--- config.mk ---
export PLATFORM = sky130hd
export DESIGN_NAME = div32
export DESIGN_NICKNAME = d
export VERILOG_FILES = /design/src/rtl/div32.sv
export SDC_FILE = /design/constraint.sdc
export NUM_CORES = 1
export LEC_CHECK = 0
export ABC_AREA = 0
export CAP_MARGIN = 0
export CORE_MARGIN = 4
export CORE_UTILIZATION = 48
export DETAILED_ROUTE_END_ITERATION = 6
export PLACE_DENSITY = 0.72
export SLEW_MARGIN = 15
export SYNTH_ARGS = -nofsm -noshare
export SYNTH_HDL_FRONTEND = slang
export SYNTH_SLANG_ARGS = --single-unit
--- constraint.sdc ---
create_clock -name clk -period 3.5 [get_ports clk]
set_input_delay 0.35 -clock clk [delete_from_list [all_inputs] [get_ports clk]]
set_output_delay 0.35 -clock clk [all_outputs]
set_load 0.02 [all_outputs]
--- src/rtl/div32.sv ---
// div32 -- sequential unsigned restoring divider, one quotient bit per clock.
//
// Ports:
//   clk    : single clock, all state updates on the rising edge
//   rst_n  : asynchronous active-low reset
//   start  : begin a division; accepted only when not busy
//   x      : unsigned dividend, captured on the accepting edge
//   y      : unsigned divisor, captured on the accepting edge
//   busy   : high while a division is iterating (RUN)
//   done   : one-cycle pulse; q, r and dz are valid during it
//   q      : unsigned quotient (all ones on divide-by-zero)
//   r      : unsigned remainder (dividend on divide-by-zero)
//   dz     : divide-by-zero flag of the last completed operation
//
// A non-zero divisor takes W RUN cycles. A zero divisor is resolved
// directly on the accepting edge. q, r and dz only change on completion
// (dz is also cleared on acceptance), so they stay stable through RUN.
module div32 #(
  parameter int W = 32
) (
  input  logic         clk,
  input  logic         rst_n,
  input  logic         start,
  input  logic [W-1:0] x,
  input  logic [W-1:0] y,
  output logic         busy,
  output logic         done,
  output logic [W-1:0] q,
  output logic [W-1:0] r,
  output logic         dz
);

  localparam int CW = $clog2(W + 1);

  typedef enum logic [1:0] {
    IDLE = 2'd0,
    RUN  = 2'd1,
    DONE = 2'd2
  } state_t;

  state_t          state_r, state_s;
  logic [CW-1:0]   cnt_r, cnt_s;
  logic [W-1:0]    rem_r, rem_s;     // partial remainder
  logic [W-1:0]    dvd_r, dvd_s;     // dividend shifting out, quotient shifting in
  logic [W-1:0]    dvs_r, dvs_s;     // latched divisor
  logic [W-1:0]    q_r, q_s;
  logic [W-1:0]    r_r, r_s;
  logic            dz_r, dz_s;
  logic            busy_r, done_r;

  logic [W:0]      shifted_s;
  logic [W:0]      trial_s;
  logic            qbit_s;
  logic [W-1:0]    step_rem_s;
  logic [W-1:0]    step_dvd_s;

  // One restoring step plus next-state and next-datapath selection.
  always_comb begin
    state_s = state_r;
    cnt_s   = cnt_r;
    rem_s   = rem_r;
    dvd_s   = dvd_r;
    dvs_s   = dvs_r;
    q_s     = q_r;
    r_s     = r_r;
    dz_s    = dz_r;

    // Since rem < divisor always holds, the W+1 bit difference is
    // non-negative exactly when its top bit is clear.
    shifted_s = {rem_r, dvd_r[W-1]};
    trial_s   = shifted_s - {1'b0, dvs_r};
    if (trial_s[W] == 1'b0) begin
      step_rem_s = trial_s[W-1:0];
      qbit_s     = 1'b1;
    end else begin
      step_rem_s = shifted_s[W-1:0];
      qbit_s     = 1'b0;
    end
    step_dvd_s = {dvd_r[W-2:0], qbit_s};

    case (state_r)
      IDLE, DONE: begin
        if (start == 1'b1) begin
          dvd_s = x;
          dvs_s = y;
          rem_s = '0;
          cnt_s = CW'(W);
          dz_s  = 1'b0;
          if (y == '0) begin
            state_s = DONE;
            q_s     = '1;
            r_s     = x;
            dz_s    = 1'b1;
          end else begin
            state_s = RUN;
          end
        end else begin
          state_s = IDLE;
        end
      end
      RUN: begin
        // start is deliberately ignored here
        rem_s = step_rem_s;
        dvd_s = step_dvd_s;
        cnt_s = cnt_r - CW'(1);
        if (cnt_r == CW'(1)) begin
          state_s = DONE;
          q_s     = step_dvd_s;
          r_s     = step_rem_s;
        end else begin
          state_s = RUN;
        end
      end
      default: begin
        state_s = IDLE;
      end
    endcase
  end

  // State, datapath and registered status outputs.
  always_ff @(posedge clk or negedge rst_n) begin
    if (!rst_n) begin
      state_r <= IDLE;
      cnt_r   <= '0;
      rem_r   <= '0;
      dvd_r   <= '0;
      dvs_r   <= '0;
      q_r     <= '0;
      r_r     <= '0;
      dz_r    <= 1'b0;
      busy_r  <= 1'b0;
      done_r  <= 1'b0;
    end else begin
      state_r <= state_s;
      cnt_r   <= cnt_s;
      rem_r   <= rem_s;
      dvd_r   <= dvd_s;
      dvs_r   <= dvs_s;
      q_r     <= q_s;
      r_r     <= r_s;
      dz_r    <= dz_s;
      busy_r  <= (state_s == RUN);
      done_r  <= (state_s == DONE);
    end
  end

  assign busy = busy_r;
  assign done = done_r;
  assign q    = q_r;
  assign r    = r_r;
  assign dz   = dz_r;

endmodule

==> flow_metrics.tcl <==
set metrics [dict create \
    outcome "complete, but fails checks" \
    violations "negative hold slack" \
    hold_viol 19 \
    start_util_pct 49.47 \
    wl_met3_um 1784 \
    maxSlewViolCount 0 \
    die_w_um 145.0 \
    start_kind "flip-flop" \
    fin_hold_ws_ps -41.90 \
    place_inst 1326 \
    swShare_pct 45.77 \
    m1WireLength_um 11570 \
    drt_wl_total_um 24440 \
    cts_max_level 4 \
    fin_nets 1222 \
    min_period_ps 3288 \
    syn_area_per_cell_sq_um 8.955 \
    reg2reg_depth 13 \
    syn_inst 1006 \
    cts_tree "built" \
    synth_edf_count 0 \
    seq_power_share_pct 26.4 \
    synthToLayoutAreaGrowth_pct 23.78 \
    crit_arrival_ps 3610 \
    p_leak_nw 5.003 \
    syn-cell-area_sq_um 9009 \
    comb_power_share_pct 60.9 \
    cts_sinks 171 \
    drcViolationCount 0 \
    worstPathRequired_ps 3820 \
    grt_first_pass_wirelength_um 39920 \
    pwr-share-clk_pct 12.7 \
    grt_usage_pct 23.14 \
    p_per_area_nw_per_um2 1263 \
    synth_ff_type "dfrtp_1" \
    vias_per_cell 5.733 \
    period_share_pct 93.95 \
    fin_skew_ps 8.379 \
    layout_commonest_cell "nand2_1" \
    clockBufferDepth 2 \
    insertion_delay_ps 430 \
    dr.first_iter.drc_count 787 \
    setup_ws_ps 211.7 \
    drive_gt1_share_pct 6.620 \
    relSlewSlack_pct 22.44 \
    dp_slack_ps 229.1 \
    crit_fanout 9 \
    clkSlewWorstSetupHoldPaths_ps 70 \
    power.internal_mw 7.637 \
    synth_fp_nets 1108 \
    antenna_cells 0 \
    avgRoutedWirePerCell_um 17.94 \
    io_pins 134 \
    num_rows 49 \
    hold_path_class "input port to async pin" \
    rsz0062_at_grt "false" \
    vias 7808 \
    p_sw_mw 6.444 \
    synth-seq-cells 171 \
    crit_type "flip-flop to flip-flop" \
    final_cell_mix "nand2_1 (184), dfrtp_1 (171), clkdlybuf4s50_1 (132)" \
    cts_inserted_buffers 17 \
    ys_async_sr_fraction_pct 100.0 \
    wl_met2_um 10710 \
    hpwl_um 17490 \
    power_mw 14.08 \
    die_h_um 145.0 \
    dieArea_sq_um 21020 \
    end_kind "flip-flop" \
    ys_types 56 \
    finalSetupViolations 0 \
    final_antenna_net_count 0 \
    routed.top_layer "met4" \
    io_buffers 133 \
    tightest_slew_ps 1163 \
    cts_root_buf "clkbuf_16" \
    yosysWarnings 0 \
    core-area_sq_um 18210 \
    max_freq_mhz 304.1 \
    antenna_found_initial 0 \
    tns_ps 0 \
    fin_cells 1362 \
    drv_cap 0 \
    globalplace.congestion 0.9073 \
    drtPass1Iterations 5 \
    ys_seq_area_share_pct 47.50 \
    grt-ovfl-total 0 \
    ctsResizeCount 0 \
    grt_max_degree 86 \
    ir_drop_uv 589.9 \
    grt_pass1_vias 7419 \
]
metal layers:
metal / up-vias / GRT usage, %
met4: 0 / 5.606
met3: 28 / 4.272
met1: 3724 / 35.60
li1: 3760 / -
met5: - / 0
met2: 296 / 34.04
per-stage QoR:
stage / utilization (%) / hold slack [ps] / cell area (sq um)
finish: 61.24 / -41.90 / 11150
global route: 61.24 / 32.13 / 11150
CTS: 61.07 / 3.574 / 11120
detailed placement: 58.04 / 460.0 / 10570
global placement: 58.04 / 459.9 / 10570
floorplan: - / 54.41 / 9009
sequential cells by signal, indices dropped and copies added (netlist names):
| name | flops |
|---|---|
| busy | 1 |
| cnt_r | 6 |
| done | 1 |
| dvd_r | 32 |
| dvs_r | 32 |
| dz | 1 |
| q | 32 |
| r | 32 |
| rem_r | 32 |
| state_r | 2 |
power groups by stage:
stage	Sequential (mW)	Combinational, mW	Clock [mW]
2_1_floorplan	3.94	5.61	0
3_3_place_gp	3.71	8.18	0
5_1_grt	3.82	9.46	1.92
6_report	3.72	8.57	1.79
4_1_cts	3.71	8.41	1.82
3_5_place_dp	3.73	8.36	0
layout make-up:
| class | instances | area (sq um) |
|---|---|---|
| Multi-Input combinational cell | 729 | 4334 |
| Timing Repair Buffer | 159 | 1540 |
| Fill cell | 1577 | 7058 |
| Inverter | 42 | 157.7 |
| Clock inverter | 15 | 127.6 |
| Clock buffer | 17 | 425.4 |
| Tap cell | 229 | 286.5 |
| Sequential cell | 171 | 4279 |
worst max-delay path, stage by stage (launching register included):
cell      delay, ps
dfrtp_1         390
inv_1            80
ha_1            160
inv_1            50
fa_1            400
a21o_1          200
a221oi_2        260
a211o_1         190
a21o_1          210
a211oi_2        140
o211ai_4        370
buf_4           190
mux2_2          340
a22o_1          180
cell usage after synthesis (5+ instances only):
| cell | instances | area [sq um] |
|---|---|---|
| nand2_1 | 184 | 690.7 |
| dfrtp_1 | 171 | 4279 |
| o21ai_0 | 129 | 645.6 |
| a21oi_1 | 82 | 410.4 |
| clkbuf_1 | 56 | 210.2 |
| inv_1 | 42 | 157.7 |
| nor2_1 | 38 | 142.6 |
| ha_1 | 34 | 425.4 |
| and3_1 | 27 | 168.9 |
| mux2i_1 | 26 | 260.3 |
| a31oi_1 | 24 | 150.1 |
| a21o_1 | 17 | 127.6 |
| xnor2_1 | 17 | 148.9 |
| a22oi_1 | 16 | 120.1 |
| o22a_1 | 16 | 140.1 |
| nand3_1 | 13 | 65.06 |
| nor2b_1 | 9 | 56.30 |
| nor3_1 | 9 | 45.04 |
| nor4_1 | 9 | 56.30 |
| xor2_1 | 9 | 78.83 |
| nand2b_1 | 8 | 50.05 |
| nand4_1 | 7 | 43.79 |
| o211ai_1 | 6 | 45.04 |
| o21a_1 | 5 | 37.54 |
logic make-up after synthesis:
logic type / after synthesis / synth area share (%)
AOI/OAI and AO/OA: 323 / 21.43
xor gates and xnor gates: 26 / 2.528
and+or+nand+nor: 316 / 15.60
DFF: 171 / 47.50
buffers and inverters: 106 / 4.736
adders and majority gates: 35 / 4.944
muxes: 29 / 3.264
path summary, 6_finish.rpt:
kind / startpoint / end / slack [ps]
setup / recovery: dvd_r[31] / rem_r[26] / 210
hold reg to reg: q[22] / q[22] / 480
max in group asynchronous: rst_n / q[20] / 2630
setup reg to reg: dvd_r[31] / rem_r[26] / 210
min in group clk: q[22] / q[22] / 480
hold / removal: rst_n / r[10] / -40
what timing repair did:
action	in CTS	in global routing
setup buffers	0	4
hold buffers	0	0
endpoints found under the setup margin	0	6
endpoints found under the hold margin	0	0
Power figures use the tool's default switching activity.
